==> src/rtl/seg_scan_ctrl.sv <==
// ---------------------------------------------------------------------------
// seg_scan_ctrl
// Time-multiplexed scan controller for a common-digit 7-segment display.
// One shared bcd_to_segment decoder is fed with each digit in turn. The
// matching digit-select line is driven for that digit's slot, and each slot
// starts with a short dead time so the previous digit does not ghost.
//
// Ports:
//   clk          system clock, rising edge
//   rst_n        synchronous active-low reset
//   load         one-cycle request to take bcd_in as the next displayed value
//   bcd_in       NUM_DIGITS packed BCD digits, digit 0 in bits [3:0]
//   blank_lz     enable leading-zero blanking (sampled live)
//   blink_mask   per-digit blink enable (sampled live)
//   load_ack     one-cycle pulse when a loaded value becomes visible
//   bcd_out      digit value to the decoder, 4'hF means blank
//   dig_sel      one-hot digit select, polarity set by DIG_ACTIVE_LOW
//   frame_start  one-cycle pulse on the first cycle of digit-0 after a wrap
// ---------------------------------------------------------------------------
module seg_scan_ctrl #(
    parameter int NUM_DIGITS     = 4,
    parameter int SCAN_DIV       = 50000,
    parameter int DEAD           = 16,
    parameter int BLINK_FRAMES   = 64,
    parameter int DIG_ACTIVE_LOW = 1
) (
    input  logic                      clk,
    input  logic                      rst_n,
    input  logic                      load,
    input  logic [4*NUM_DIGITS-1:0]   bcd_in,
    input  logic                      blank_lz,
    input  logic [NUM_DIGITS-1:0]     blink_mask,
    output logic                      load_ack,
    output logic [3:0]                bcd_out,
    output logic [NUM_DIGITS-1:0]     dig_sel,
    output logic                      frame_start
);

    localparam int W  = 4 * NUM_DIGITS;
    localparam int CW = (SCAN_DIV > 1) ? $clog2(SCAN_DIV) : 1;
    localparam int IW = (NUM_DIGITS > 1) ? $clog2(NUM_DIGITS) : 1;
    localparam int FW = (BLINK_FRAMES > 1) ? $clog2(BLINK_FRAMES) : 1;

    localparam logic [CW-1:0] C_LAST   = CW'(SCAN_DIV - 1);
    localparam logic [CW-1:0] DEAD_C   = CW'(DEAD);
    localparam logic [IW-1:0] IDX_LAST = IW'(NUM_DIGITS - 1);
    localparam logic [FW-1:0] F_LAST   = FW'(BLINK_FRAMES - 1);
    localparam logic [NUM_DIGITS-1:0] SEL_IDLE =
        (DIG_ACTIVE_LOW != 0) ? {NUM_DIGITS{1'b1}} : {NUM_DIGITS{1'b0}};

    // Bit i set when digits i..NUM_DIGITS-1 of v are all zero.
    function automatic logic [NUM_DIGITS-1:0] lead_zero_mask(input logic [W-1:0] v);
        logic [NUM_DIGITS-1:0] m;
        logic                  run;
        m   = {NUM_DIGITS{1'b0}};
        run = 1'b1;
        for (int i = NUM_DIGITS - 1; i >= 0; i--) begin
            run  = run & (v[4*i +: 4] == 4'h0);
            m[i] = run;
        end
        return m;
    endfunction

    // State registers
    logic [CW-1:0]         c_r;
    logic [IW-1:0]         idx_r;
    logic [W-1:0]          active_r;
    logic [W-1:0]          pending_r;
    logic                  pend_vld_r;
    logic                  blink_r;
    logic [FW-1:0]         frame_r;
    logic [3:0]            bcd_out_r;
    logic [NUM_DIGITS-1:0] dig_sel_r;
    logic                  load_ack_r;
    logic                  frame_start_r;

    // Next-state and next-output signals
    logic                  c_last_s;
    logic                  boundary_s;
    logic [CW-1:0]         c_nx_s;
    logic [IW-1:0]         idx_nx_s;
    logic [W-1:0]          pend_src_s;
    logic                  pend_any_s;
    logic [W-1:0]          active_nx_s;
    logic [W-1:0]          pending_nx_s;
    logic                  pend_vld_nx_s;
    logic                  blink_nx_s;
    logic [FW-1:0]         frame_nx_s;
    logic                  ack_nx_s;
    logic [NUM_DIGITS-1:0] onehot_s;
    logic [NUM_DIGITS-1:0] lz_s;
    logic [NUM_DIGITS-1:0] blank_vec_s;
    logic                  blank_sel_s;
    logic [3:0]            digit_s;
    logic [3:0]            bcd_nx_s;
    logic [NUM_DIGITS-1:0] on_s;
    logic [NUM_DIGITS-1:0] dig_nx_s;

    // Scan position, buffer handover, blink timing and the outputs for the
    // upcoming cycle. Outputs are derived from next-state values so the
    // registered outputs line up with the slot they describe.
    always_comb begin
        c_last_s      = (c_r == C_LAST);
        boundary_s    = c_last_s && (idx_r == IDX_LAST);
        c_nx_s        = c_r + CW'(1);
        idx_nx_s      = idx_r;
        active_nx_s   = active_r;
        pending_nx_s  = pending_r;
        pend_vld_nx_s = pend_vld_r;
        blink_nx_s    = blink_r;
        frame_nx_s    = frame_r;
        ack_nx_s      = 1'b0;

        if (c_last_s) begin
            c_nx_s = {CW{1'b0}};
            if (idx_r == IDX_LAST) begin
                idx_nx_s = {IW{1'b0}};
            end else begin
                idx_nx_s = idx_r + IW'(1);
            end
        end else begin
            c_nx_s = c_r + CW'(1);
        end

        // A load in the boundary cycle bypasses the pending register.
        pend_src_s = load ? bcd_in : pending_r;
        pend_any_s = load | pend_vld_r;

        if (boundary_s) begin
            if (pend_any_s) begin
                active_nx_s = pend_src_s;
            end else begin
                active_nx_s = active_r;
            end
            ack_nx_s      = pend_any_s;
            pending_nx_s  = {W{1'b0}};
            pend_vld_nx_s = 1'b0;
            if (frame_r == F_LAST) begin
                frame_nx_s = {FW{1'b0}};
                blink_nx_s = ~blink_r;
            end else begin
                frame_nx_s = frame_r + FW'(1);
            end
        end else begin
            pending_nx_s  = pend_src_s;
            pend_vld_nx_s = pend_any_s;
        end

        for (int i = 0; i < NUM_DIGITS; i++) begin
            onehot_s[i] = (idx_nx_s == IW'(i));
        end

        lz_s = lead_zero_mask(active_nx_s);
        for (int i = 0; i < NUM_DIGITS; i++) begin
            blank_vec_s[i] = (blank_lz && (i != 0) && lz_s[i]) ||
                             (blink_nx_s && blink_mask[i]);
        end
        blank_sel_s = |(blank_vec_s & onehot_s);

        digit_s = 4'h0;
        for (int i = 0; i < NUM_DIGITS; i++) begin
            digit_s = digit_s | (active_nx_s[4*i +: 4] & {4{onehot_s[i]}});
        end
        bcd_nx_s = blank_sel_s ? 4'hF : digit_s;

        // Dead time at the start of every slot keeps all digits off.
        on_s     = onehot_s & {NUM_DIGITS{(c_nx_s >= DEAD_C)}};
        dig_nx_s = (DIG_ACTIVE_LOW != 0) ? ~on_s : on_s;
    end

    // State and output registers with synchronous reset.
    always_ff @(posedge clk) begin
        if (!rst_n) begin
            c_r           <= {CW{1'b0}};
            idx_r         <= {IW{1'b0}};
            active_r      <= {W{1'b0}};
            pending_r     <= {W{1'b0}};
            pend_vld_r    <= 1'b0;
            blink_r       <= 1'b0;
            frame_r       <= {FW{1'b0}};
            bcd_out_r     <= 4'hF;
            dig_sel_r     <= SEL_IDLE;
            load_ack_r    <= 1'b0;
            frame_start_r <= 1'b0;
        end else begin
            c_r           <= c_nx_s;
            idx_r         <= idx_nx_s;
            active_r      <= active_nx_s;
            pending_r     <= pending_nx_s;
            pend_vld_r    <= pend_vld_nx_s;
            blink_r       <= blink_nx_s;
            frame_r       <= frame_nx_s;
            bcd_out_r     <= bcd_nx_s;
            dig_sel_r     <= dig_nx_s;
            load_ack_r    <= ack_nx_s;
            frame_start_r <= boundary_s;
        end
    end

    assign load_ack    = load_ack_r;
    assign bcd_out     = bcd_out_r;
    assign dig_sel     = dig_sel_r;
    assign frame_start = frame_start_r;

endmodule

==> config.mk <==
export PLATFORM = sky130hd
export DESIGN_NAME = seg_scan_ctrl
export DESIGN_NICKNAME = d
export VERILOG_FILES = /design/src/rtl/seg_scan_ctrl.sv
export SDC_FILE = /design/constraint.sdc
export NUM_CORES = 1
export LEC_CHECK = 0
export ABC_CLOCK_PERIOD_IN_PS = 3500
export BUFFER_PORTS_ARGS = -buffer_cell sky130_fd_sc_hd__buf_2
export CAP_MARGIN = 25
export CORE_ASPECT_RATIO = 0.8
export CORE_MARGIN = 1
export CORE_UTILIZATION = 63
export DETAILED_ROUTE_END_ITERATION = 7
export PLACE_DENSITY = 0.95
export SYNTH_ARGS = -nofsm -noshare
export SYNTH_HDL_FRONTEND = slang
export SYNTH_SLANG_ARGS = --single-unit
export TNS_END_PERCENT = 1
==> constraint.sdc <==
create_clock -name clk -period 3.5 [get_ports clk]
set_input_delay 0.35 -clock clk [delete_from_list [all_inputs] [get_ports clk]]
set_output_delay 0.35 -clock clk [all_outputs]
set_load 0.02 [all_outputs]
==> metrics.yaml, run 1 <==
outcome:
  status: "completed"
synthesis:
  synth_simple_gate_area_share_pct: 26.51
  synth_top_area_share_pct: 42.04
  synthXorXnorAreaFrac_pct: 4.598
  synth_cells: 372
  synth-compound-area-share_pct: 13.06
  synth_top_family_by_area: "simple AND/OR/NAND/NOR gates"
  synth_top_cell_by_area: "dfxtp_1"
  synth-adder-area-share_pct: 1.159
  synth_area_um2: 3238
  synth.area.top_cells: "dfxtp_1, a21oi_1, mux2i_1"
  ys_warn_count: 0
  synth_edf_count: 0
  seq_area_frac_synth_pct: 42.04
  synthDistinctLibCells: 47
  synthMuxAreaShare_pct: 8.037
  async_flop_share_pct: 0
  synthFlopType: "dfxtp_1"
  syn_area_per_cell_um2: 8.705
  synth_fp_nets: 399
  yosys_register_bits: 68
floorplan:
  core_um2: 4762
  die_w_um: 82.16
  initial_core_util_pct: 68.00
  ioPinCount: 34
  die_area_um2: 5433
  dieHeight_um: 66.13
  rows: 22
clocking:
  cts_root_buf: "clkbuf_8"
  h-tree-depth: 3
  postCtsSetupBuffers: 0
  clkTransAtPathRegs_ps: 70
  clock_sinks: 68
  cts_buffer_depth: 2
  cts_tree: "done"
  ctsResizeCount: 0
  clock_latency_ps: 350
  cts_inserted_buffers: 9
  cts_hold_buf: 0
place:
  post-place-cells: 443
  io_buffers: 33
  placed_area_um2: 3359
  dp.final_hpwl_um: 5521
  gp_congestion: 0.8759
flow_run:
  maxCapViolCount: 0
route:
  drt-initial-drc-count: 281
  routed_wl_um: 7924
  vias: 2901
  post_drt_via_cell_ratio: 6.320
  drc_errors: 0
  wire_per_inst_um: 17.26
  postRouteAntennaNets: 0
  first_pass_iters: 5
timing:
  fin_crit_sh_pct: 73.87
  finalHoldViolCount: 0
  setup_viol: 0
  max-slew-margin-rel_pct: 31.65
  tns_ps: 0
  max_freq_mhz: 386.8
  period_needed_ps: 2586
  tightest_slew_ps: 1024
  drv_slew: 0
  grt_setup_unrepaired: "false"
  finClkSkew_ps: 6.794
worst_setup_path:
  crit_family: "simple AND/OR/NAND/NOR gates"
  max_stage_delay_ps: 510
  start_kind: "flip-flop"
  worst-path-max-fanout: 10
  worstSetupEndpointType: "flip-flop"
  crit_required_ps: 3720
  crit_slowest_cell: "nor4b_4"
  worst-path-buf-inv: 0
  worstPathArrival_ps: 2810
  crit_chain: "nor4b_4, and4_1, mux2i_2, o2111ai_1, a21oi_2, nand3_1"
  worst-setup-path-type: "reg -> reg"
global_routing:
  overflow: 0
  grt_pass1_vias: 2597
  grt_pass1_wl_um: 12520
  grt_usage_pct: 31.52
  grt_max_degree: 36
  antenna_found_initial: 0
final_layout:
  nNetsFinal: 421
  drive_gt1_share_pct: 16.29
  regArea_um2: 1361
  multi_input_area_um2: 1728
  antennaDiodeCount: 0
  fillCellCount: 338
  area_growth_pct: 11.05
  fin_cells: 459
  finalInstanceArea_um2: 3596
  final_cell_mix: "dfxtp_1, nor2_1, a21oi_1"
  layout_commonest_cell: "dfxtp_1"
power_and_ir_drop:
  vdd_drop_max_uv: 389.3
  p_leak_uw: 0.001395
  powerDensity_nw_per_um2: 458.8
min_path:
  hp-class: "in -> reg"
sequential cells by signal (all words and copies together) (netlist names):
| register | count |
|---|---|
| frame_start | 1 |
| load_ack | 1 |
| pending_r | 16 |
| blink_r | 1 |
| c_r | 16 |
| active_r | 16 |
| frame_r | 6 |
| idx_r | 2 |
| bcd_out | 4 |
| dig_sel | 4 |
| pend_vld_r | 1 |
worst reg2reg max path, stage by stage (launching register included):
cell and delay, ps:
dfxtp_1 430, nor4b_4 510, and4_1 470, mux2i_2 480, o2111ai_1 190, a21oi_2 250, nand3_1 110
final cells by class:
type	instances	area share (%)
Multi-Input combinational cell	276	48.05
Sequential cell	68	37.86
Timing Repair Buffer	35	5.010
Clock buffer	13	4.697
Tap cell	60	2.088
Clock inverter	3	1.879
Inverter	4	0.4175
per-layer routing:
metal  up-vias  global-route usage (%)  wire (µm)
li1       1380                       -          -
met1      1375                   42.58       3649
met3         9                   10.62        633
met4         0                   8.991         59
met5         -                       0          0
met2       137                   47.42       3581
cell families (layout without fill, tap and decap cells):
group,after synthesis,count (layout)
compound gates,75,75
xor+xnor,17,17
fa+ha+maj,3,3
buf+inv,28,55
flops,68,68
mux,25,25
simple gates,156,156
stage by stage:
stage	total power, µW	setup slack (ps)	utilization [%]	hold WS (ps)
after floorplan	869.2	1378	-	426.1
after global placement	899.6	1034	70.55	444.5
after detailed placement	906.4	988.8	70.55	457.0
after CTS	1643	968.8	75.51	293.6
after global routing	1682	698.5	75.51	295.8
final	1650	914.5	75.51	306.9
power breakdown:
part | internal [µW] | switching (µW) | leakage [µW]
Clock | 460 | 297 | 0.000116
Sequential | 791 | 10.0 | 0.000553
Combinational | 33.2 | 59.1 | 0.000725
Total | 1280 | 366 | 0.00139
synth_stat cells, types with 2 or more instances:
library cell,instances
mux2_2,5
nand4_1,11
or4_1,3
a21oi_1,41
o21ai_0,22
nor4b_4,2
buf_4,2
clkbuf_1,12
or3_1,21
a22oi_1,2
and3_1,2
and4_1,8
nor4_1,9
xor2_1,11
xnor2_1,6
inv_1,4
dfxtp_1,68
buf_6,4
mux2i_1,19
nand3_1,12
nor3_1,5
nand2_1,26
buf_2,4
ha_1,3
a211o_1,2
nor2_1,47
worst paths after layout:
path         startpoint       endpoint  slack, ps  cells past startpoint
max              c_r[4]     bcd_out[0]        910                      6
min          bcd_in[13]  pending_r[13]        310                      3
max reg2reg      c_r[4]     bcd_out[0]        910                      6
min reg2reg      c_r[0]         c_r[0]        480                      1
No activity file was read; power rests on OpenSTA's default activity.
==> run 2, diff against run 1 <==
- ABC_CLOCK_PERIOD_IN_PS: 3500 -> 2190
- CORE_UTILIZATION: 63 -> 53
- PLACE_DENSITY: 0.95 -> 0.86
- clock period: 3.5 -> 2.19 ns (I/O delays scaled with it)
==> metrics.yaml, run 2 (same netlist as run 1, synthesis figures left out) <==
outcome:
  status: "complete, but fails checks"
  violations: "setup timing"
timing:
  grt_setup_unrepaired: "true"
  max_freq_mhz: 452.9  # +17%
  fin_crit_sh_pct: 100.8  # +27 points
  tns_ps: -18.17  # -18.17 ps
  setup_viol: 1  # +1
  max-slew-margin-rel_pct: 30.51  # -1.1 points
  tightest_slew_ps: 1041  # +17.13 ps
  finClkSkew_ps: 9.946  # +3.152 ps
  drv_slew: 0  # unchanged
  finalHoldViolCount: 0  # unchanged
  fin_ws_ps: -18.17  # -932.7 ps
  period_needed_ps: 2208  # -377.3 ps
route:
  post_drt_via_cell_ratio: 6.050  # -4.3%
  postRouteAntennaNets: 0  # unchanged
  vias: 3158  # +8.9%
  first_pass_iters: 5  # unchanged
  drt-initial-drc-count: 485  # +73%
  drc_errors: 0  # unchanged
  routed_wl_um: 9337  # +18%
  wire_per_inst_um: 17.89  # +3.6%
final_layout:
  final_cell_mix: "dfxtp_1, nor2_1, a21oi_1"
  fin_cells: 522  # +14%
  layout_commonest_cell: "dfxtp_1"
  finalInstanceArea_um2: 4018  # +12%
  antennaDiodeCount: 0  # unchanged
  drive_gt1_share_pct: 28.57  # +12 points
  nNetsFinal: 463  # +10%
  fillCellCount: 449  # +33%
  area_growth_pct: 24.07
  reg.largest.list: "active_r x16, c_r x16, pending_r x16"
place:
  placed_area_um2: 3528  # +5.0%
  gp_congestion: 0.8966  # +2.4%
  dp.final_hpwl_um: 5304  # -3.9%
  io_buffers: 33  # unchanged
  post-place-cells: 483  # +9.0%
min_path:
  hp-class: "in -> reg"
clocking:
  cts_root_buf: "clkbuf_8"
  clkTransAtPathRegs_ps: 70  # about the same
  clock_latency_ps: 360  # about the same
  cts_buffer_depth: 2  # unchanged
  cts_tree: "done"
  cts_inserted_buffers: 9  # unchanged
  clock_sinks: 68  # unchanged
  h-tree-depth: 3  # unchanged
worst_setup_path:
  worst-setup-path-type: "reg -> reg"
  crit_required_ps: 2480  # -1240 ps
  start_kind: "flip-flop"
  worstSetupEndpointType: "flip-flop"
  worstPathArrival_ps: 2500  # -310 ps
  worst-path-max-fanout: 7  # -3
floorplan:
  rows: 25  # +14%
  dieHeight_um: 71.91  # +8.7%
  ioPinCount: 34  # unchanged
  initial_core_util_pct: 54.77  # -13 points
  die_w_um: 89.39  # +8.8%
  core_um2: 5912  # +24%
  die_area_um2: 6428  # +18%
global_routing:
  grt_pass1_wl_um: 12610  # +0.72%
  grt_pass1_vias: 2669  # +2.8%
  overflow: 0  # unchanged
  grt_usage_pct: 26.45  # -5.1 points
  grt_max_degree: 38  # +5.6%
  antenna_found_initial: 0  # unchanged
power_and_ir_drop:
  powerDensity_nw_per_um2: 598.4  # +30%
  p_leak_uw: 0.001638  # +17%
  vdd_drop_max_uv: 420.9  # +8.1%
flow_run:
  maxCapViolCount: 0  # unchanged
## run 2: cell types whose count changed in the layout (fill, tap and decap cells not counted), moves of 4 or more
cell     before  now
buf_4         2   37
o21ai_0      22   10
o21ai_1       0   11
dfxtp_1      68   64
## run 2: power breakdown
group / total [µW] / internal [µW] / switching [µW] / leakage, µW
sequential: 1280 / 1260 / 15.3 / 0.000555
clock: 978 / 497 / 481 / 0.0000982
combinational: 148 / 56.9 / 91.2 / 0.000985
## run 2: area by class of cell
class,count,area (µm²),share of cell area (%)
multi-input cells,280,1868,46.50
flip-flops and latches,68,1369,34.07
repair buffers,73,476.7,11.87
clock buffers,12,165.2,4.111
well taps,81,101.3,2.523
clock inverters,4,22.52,0.5606
inverters,4,15.01,0.3737
## run 2: repair_timing
action	CTS	global route
setup endpoints to repair	4	8
gates cloned	1	3
pin swaps	2	11
hold buffers	0	0
gates resized for setup	4	38
setup buffers	2	17
## run 2: path summary, 6_finish.rpt
| path | endpoint | depth (start not counted) | from | slack [ps] |
|---|---|---|---|---|
| hold reg to reg | c_r[0] | 1 | c_r[0] | 440 |
| setup / recovery | bcd_out[1] | 8 | idx_r[1] | -20 |
| hold / removal | dig_sel[3] | 2 | rst_n | 120 |
| setup reg to reg | bcd_out[1] | 8 | idx_r[1] | -20 |
## run 2: worst max-delay path: stages, from the launching register on
cell     delay, ps
dfxtp_1        360
ha_1           250
and4_4         360
buf_4          150
nand4_4        120
or3_1          450
a21oi_1        260
nor4_1          90
nand3_1        100
## run 2: stage by stage
step / total power [µW] / util [%] / hold slack (ps) / worst slack [ps]
after floorplan: 1389 / - / 305.3 / 67.93
after global routing: 2490 / 67.96 / 139.8 / -59.55
after CTS: 2400 / 63.58 / 117.9 / 11.72
after global placement: 1441 / 59.68 / 434.0 / 34.44
after detailed placement: 1446 / 59.68 / 453.9 / -57.66
final: 2404 / 67.96 / 124.0 / -18.17
## run 2: layer usage
layer	wire [µm]	part of all wire (%)	global-route usage (%)
met5	0	0	0
met4	356	3.8	9.347
met3	832	8.9	11.15
met2	4320	46	38.00
met1	3827	41	35.65
